File: src/rtl/seq_divider_n.sv
// Multi-cycle restoring integer divider, one quotient bit per clock, with
// signed/unsigned mode, start/busy/done handshake and divide-by-zero flag.
module seq_divider_n #(
    parameter int WIDTH = 32
) (
    input  logic             clk,
    input  logic             r,
    input  logic             start,
    input  logic             signed_op,
    input  logic [WIDTH-1:0] dividend,
    input  logic [WIDTH-1:0] divisor,
    output logic             busy,
    output logic             done,
    output logic [WIDTH-1:0] quotient,
    output logic [WIDTH-1:0] remainder,
    output logic             div_by_zero
);

    localparam int CW = $clog2(WIDTH + 1);

    typedef enum logic [1:0] {
        IDLE = 2'd0,
        RUN  = 2'd1,
        FIX  = 2'd2
    } state_t;

    state_t           state_r;
    state_t           state_nx_s;
    logic [CW-1:0]    cnt_r;
    logic [WIDTH-1:0] dvd_r;
    logic [WIDTH-1:0] dvs_r;
    logic [WIDTH-1:0] rem_r;
    logic [WIDTH-1:0] quo_r;
    logic             neg_q_r;
    logic             neg_r_r;
    logic             dbz_r;
    logic [WIDTH:0]   shift_s;
    logic [WIDTH:0]   trial_s;
    logic [WIDTH-1:0] rem_nx_s;
    logic             qbit_s;
    logic [WIDTH-1:0] q_fix_s;
    logic [WIDTH-1:0] r_fix_s;

    function automatic logic [WIDTH-1:0] twos_neg(input logic [WIDTH-1:0] v);
        return ~v + {{(WIDTH-1){1'b0}}, 1'b1};
    endfunction

    // Most-negative maps onto 2^(WIDTH-1), which is representable unsigned.
    function automatic logic [WIDTH-1:0] magnitude(input logic [WIDTH-1:0] v,
                                                   input logic is_signed);
        if (is_signed && v[WIDTH-1]) begin
            return twos_neg(v);
        end else begin
            return v;
        end
    endfunction

    // State register.
    always_ff @(posedge clk or negedge r) begin
        if (!r) begin
            state_r <= IDLE;
        end else begin
            state_r <= state_nx_s;
        end
    end

    // Next-state decode.
    always_comb begin
        state_nx_s = state_r;
        case (state_r)
            IDLE: begin
                if (start) begin
                    state_nx_s = (divisor == {WIDTH{1'b0}}) ? FIX : RUN;
                end else begin
                    state_nx_s = IDLE;
                end
            end
            RUN: begin
                if (cnt_r == CW'(WIDTH - 1)) begin
                    state_nx_s = FIX;
                end else begin
                    state_nx_s = RUN;
                end
            end
            FIX:     state_nx_s = IDLE;
            default: state_nx_s = IDLE;
        endcase
    end

    // One restoring step: shift in next dividend bit, trial-subtract divisor.
    always_comb begin
        shift_s  = {rem_r, dvd_r[WIDTH-1]};
        trial_s  = shift_s - {1'b0, dvs_r};
        rem_nx_s = rem_r;
        qbit_s   = 1'b0;
        if (trial_s[WIDTH]) begin
            rem_nx_s = shift_s[WIDTH-1:0];
            qbit_s   = 1'b0;
        end else begin
            rem_nx_s = trial_s[WIDTH-1:0];
            qbit_s   = 1'b1;
        end
    end

    // Sign correction and divide-by-zero result selection.
    always_comb begin
        q_fix_s = quo_r;
        r_fix_s = rem_r;
        if (dbz_r) begin
            q_fix_s = {WIDTH{1'b1}};
            r_fix_s = dvd_r;
        end else begin
            q_fix_s = neg_q_r ? twos_neg(quo_r) : quo_r;
            r_fix_s = neg_r_r ? twos_neg(rem_r) : rem_r;
        end
    end

    // Datapath registers and registered outputs.
    always_ff @(posedge clk or negedge r) begin
        if (!r) begin
            cnt_r       <= {CW{1'b0}};
            dvd_r       <= {WIDTH{1'b0}};
            dvs_r       <= {WIDTH{1'b0}};
            rem_r       <= {WIDTH{1'b0}};
            quo_r       <= {WIDTH{1'b0}};
            neg_q_r     <= 1'b0;
            neg_r_r     <= 1'b0;
            dbz_r       <= 1'b0;
            busy        <= 1'b0;
            done        <= 1'b0;
            quotient    <= {WIDTH{1'b0}};
            remainder   <= {WIDTH{1'b0}};
            div_by_zero <= 1'b0;
        end else begin
            busy <= (state_nx_s != IDLE);
            done <= (state_r == FIX);
            case (state_r)
                IDLE: begin
                    if (start) begin
                        neg_q_r <= signed_op & (dividend[WIDTH-1] ^ divisor[WIDTH-1]);
                        neg_r_r <= signed_op & dividend[WIDTH-1];
                        dbz_r   <= (divisor == {WIDTH{1'b0}});
                        // RUN is skipped on a zero divisor, so the raw dividend
                        // is parked here to be returned as the remainder.
                        dvd_r   <= (divisor == {WIDTH{1'b0}}) ? dividend
                                                              : magnitude(dividend, signed_op);
                        dvs_r   <= magnitude(divisor, signed_op);
                        rem_r   <= {WIDTH{1'b0}};
                        quo_r   <= {WIDTH{1'b0}};
                        cnt_r   <= {CW{1'b0}};
                    end
                end
                RUN: begin
                    rem_r <= rem_nx_s;
                    dvd_r <= {dvd_r[WIDTH-2:0], 1'b0};
                    quo_r <= {quo_r[WIDTH-2:0], qbit_s};
                    cnt_r <= cnt_r + CW'(1);
                end
                FIX: begin
                    quotient    <= q_fix_s;
                    remainder   <= r_fix_s;
                    div_by_zero <= dbz_r;
                end
                default: begin
                    cnt_r <= {CW{1'b0}};
                end
            endcase
        end
    end

endmodule

File: config.mk
export PLATFORM = sky130hd
export DESIGN_NAME = seq_divider_n
export DESIGN_NICKNAME = d
export VERILOG_FILES = /design/src/rtl/seq_divider_n.sv
export SDC_FILE = /design/constraint.sdc
export NUM_CORES = 1
export LEC_CHECK = 0
export ABC_AREA = 0
export CORE_MARGIN = 4
export CORE_UTILIZATION = 35
export DETAILED_ROUTE_END_ITERATION = 6
export DONT_BUFFER_PORTS = 1
export PLACE_DENSITY = 0.49
export SLEW_MARGIN = 25
export SYNTH_ARGS = -nofsm -noshare
export SYNTH_HDL_FRONTEND = slang
export SYNTH_SLANG_ARGS = --single-unit
File: constraint.sdc
create_clock -name clk -period 4.3 [get_ports clk]
set_input_delay 0.215 -clock clk [delete_from_list [all_inputs] [get_ports clk]]
set_output_delay 0.215 -clock clk [all_outputs]
set_load 0.02 [all_outputs]
==> flow_metrics.py <==
metrics = {
    "outcome": {
        "status": "finished, violations left",
        "violations": "hold timing",
    },
    "synth": {
        "ys.flop_type": "dfrtp_1",
        "synthArstFlopShare_pct": 100.0,
        "yosysTopAreaCell": "dfrtp_1",
        "post_synth.cell_area_avg_um2": 8.768,
        "synthTopCellsByArea": "dfrtp_1, o21ai_0, xor2_1, nand2_1, a21oi_1",
        "ys_seq_area_share_pct": 41.32,
        "yosys.area.top_type_share_pct": 41.32,
        "ys_seq_elements": 206,
        "synth.distinct_cells": 66,
        "netlist_instances": 1423,
        "synth.net_count": 1529,
        "synth_area_um2": 12480,
        "synth_enable_flop_cells": 0,
        "yosysWarnings": 0,
    },
    "detailed_routing": {
        "via_per_inst": 5.481,
        "vias": 10550,
        "dr.pass1.iters": 5,
        "wl_per_cell_um": 19.07,
        "drtIter0Drc": 732,
        "antenna_left": 0,
        "drc": 0,
        "wirelength_um": 36710,
    },
    "cts": {
        "cts_resized": 0,
        "cts_tree": "built",
        "clk_latency_ns": 0.55,
        "cts_root_buffer": "clkbuf_16",
        "cts_setup_buffers": 0,
        "cts_buffer_depth": 3,
        "post_cts_hold_buffer_count": 74,
        "path_clk_slew_ns": 0.06,
        "htreeDepth": 1,
        "cts_buffers": 25,
        "cts_sinks": 206,
    },
    "finish": {
        "area_growth_syn_to_layout_pct": 15.13,
        "mostFrequentLayoutCells": "dfrtp_1, o21ai_0, nand2_1",
        "final_cell_area_um2": 14370,
        "seq_area_um2": 5157,
        "fillers": 3551,
        "nNetsFinal": 1564,
        "layout_commonest_cell": "dfrtp_1",
        "antenna_cells": 0,
        "multiInputGateArea_um2": 6812,
        "drive_above_1_share_pct": 5.170,
    },
    "floorplanning": {
        "start_util_pct": 35.77,
        "die_w_um": 196.8,
        "pin_count": 135,
        "die-area_um2": 38730,
        "fp.dieH_um": 196.8,
        "rows": 68,
        "core_area_um2": 34880,
    },
    "sta": {
        "hold_violations": 206,
        "max_slew_margin_pct": 32.23,
        "fin_skew_ns": 0.02648,
        "max_clock_freq_mhz": 270.4,
        "period_needed_ns": 3.699,
        "tightestPinTransition_ns": 1.015,
        "grt_setup_unrepaired": "no",
        "tns_ns": 0,
        "setup_violations": 0,
        "hold_slack_ns": -0.6378,
        "fin_crit_sh_pct": 86.02,
        "slew_violations": 0,
    },
    "global_route": {
        "overflow": 0,
        "grt_max_degree": 207,
        "grt_use_total_pct": 18.28,
        "antenna_found_initial": 0,
        "grt_pass1_vias": 10220,
        "grt_pass1_wl_um": 58190,
    },
    "critical_path": {
        "worstPathMaxFanout": 25,
        "end_kind": "register",
        "critPathRequiredTime_ns": 4.71,
        "cp-start-kind": "input port",
        "path_class": "input port to register",
        "arrival_ns": 4.11,
    },
    "job": {
        "cap_viol_max_count": 0,
    },
    "placed_design": {
        "hpwl_um": 24940,
        "post_dp_cell_area_um2": 12850,
        "port_buffers": 0,
        "gp_congestion": 0.8366,
    },
    "power_and_ir_drop": {
        "comb_power_share_pct": 52.0,
        "power_frac_seq_pct": 30.3,
        "p_per_area_nw_per_um2": 808.4,
        "internal_power_uw": 6379,
        "totalPowerFinal_uw": 11610,
        "p_clk_share_pct": 17.6,
        "power.switching_uw": 5234,
        "swShare_pct": 45.07,
        "p_leak_uw": 0.006105,
        "ir_drop_uv": 377.6,
    },
    "min_path": {
        "hp-class": "input port to async pin",
    },
}
-- area by class of cell --
| class | count | area share [%] |
|---|---|---|
| multi-input cells | 1082 | 47.42 |
| repair buffers | 89 | 5.940 |
| flip-flops and latches | 206 | 35.90 |
| inverters | 54 | 1.411 |
| well taps | 455 | 3.963 |
| clock buffers | 33 | 4.703 |
| clock inverters | 6 | 0.6620 |
-- power by group through the flow --
stage / Combinational (µW) / Sequential, µW / Clock (µW)
2_1_floorplan: 4770 / 3190 / 0
3_3_place_gp: 5930 / 3530 / 0
3_5_place_dp: 5950 / 3550 / 0
4_1_cts: 6050 / 3520 / 2110
5_1_grt: 6820 / 3640 / 2180
6_report: 6040 / 3520 / 2050
-- stage by stage --
step	utilization, %	setup slack (ns)	instances
floorplan	-	1.249	1423
global placement	36.83	0.8811	1812
detailed placement	36.84	0.8341	1812
CTS	41.18	0.6504	1925
global route	41.18	0.2652	1925
finish	41.18	0.6011	1925
-- critical path, stage by stage --
cell and delay (ns):
dlygate4sd3_1 0.53, inv_1 0.13, ha_1 0.19, nand2b_1 0.08, nor4_1 0.35, buf_4 0.22
nand2_1 0.11, or4_1 0.62, nor3_4 0.36, nor2_2 0.30, o31ai_1 0.17, xor2_1 0.17
dlygate4sd3_1 0.56, o21ai_0 0.07
-- sequential cells by signal, indices dropped and copies added (netlist names) --
name	flops
busy	1
cnt_r	6
dbz_r	1
div_by_zero	1
done	1
dvd_r	32
dvs_r	32
neg_q_r	1
neg_r_r	1
quo_r	32
quotient	32
rem_r	32
remainder	32
state_r	2
-- per-layer routing --
layer | vias up | track usage (%) | wire length (µm) | share of wire [%]
met5 | - | 0 | 0 | 0
met4 | 0 | 3.595 | 607 | 1.7
met3 | 39 | 2.752 | 2067 | 5.6
met2 | 265 | 27.81 | 16010 | 44
met1 | 5065 | 27.74 | 18020 | 49
li1 | 5182 | - | - | -
-- cells in the mapped netlist, types with 12 or more instances --
cell      count
a22oi_1      29
nor2_1       95
xor2_1       97
mux2i_1      16
ha_1         37
nand3_1      23
and3_1       16
or4_1        13
clkbuf_1     68
xnor2_1      45
o41ai_1      13
inv_1        54
nor3_1       12
a22o_1       30
a21oi_1     115
o21ai_0     179
a21o_1       14
dfrtp_1     206
o31ai_1      29
or3_1        18
nand2_1     161
-- kinds of logic (layout without fill, tap and decap cells) --
| logic type | after synthesis | in the layout | synth area share [%] |
|---|---|---|---|
| AO/OA/AOI/OAI | 481 | 481 | 23.67 |
| AND/OR/NAND/NOR | 403 | 403 | 15.39 |
| flip-flops | 206 | 206 | 41.32 |
| XOR/XNOR | 142 | 142 | 9.968 |
| buffers and inverters | 135 | 182 | 4.322 |
| adder cells (fa/ha/maj) | 38 | 38 | 3.871 |
| multiplexers | 18 | 18 | 1.464 |
-- worst paths after layout --
kind                                   start           end  slack, ns  cells after the start
worst max-delay path              divisor[0]     dvd_r[18]       0.60                     14
worst min-delay path                       r  quotient[13]      -0.64                      0
worst max register to register     dvd_r[31]     rem_r[14]       0.82                     13
worst min register to register     dvs_r[29]     dvs_r[29]       0.48                      2
max in group asynchronous                  r         dbz_r       4.62                      0
min in group clk                dividend[23]     dvd_r[25]       0.01                      3
No activity file was read; power rests on OpenSTA's default activity.
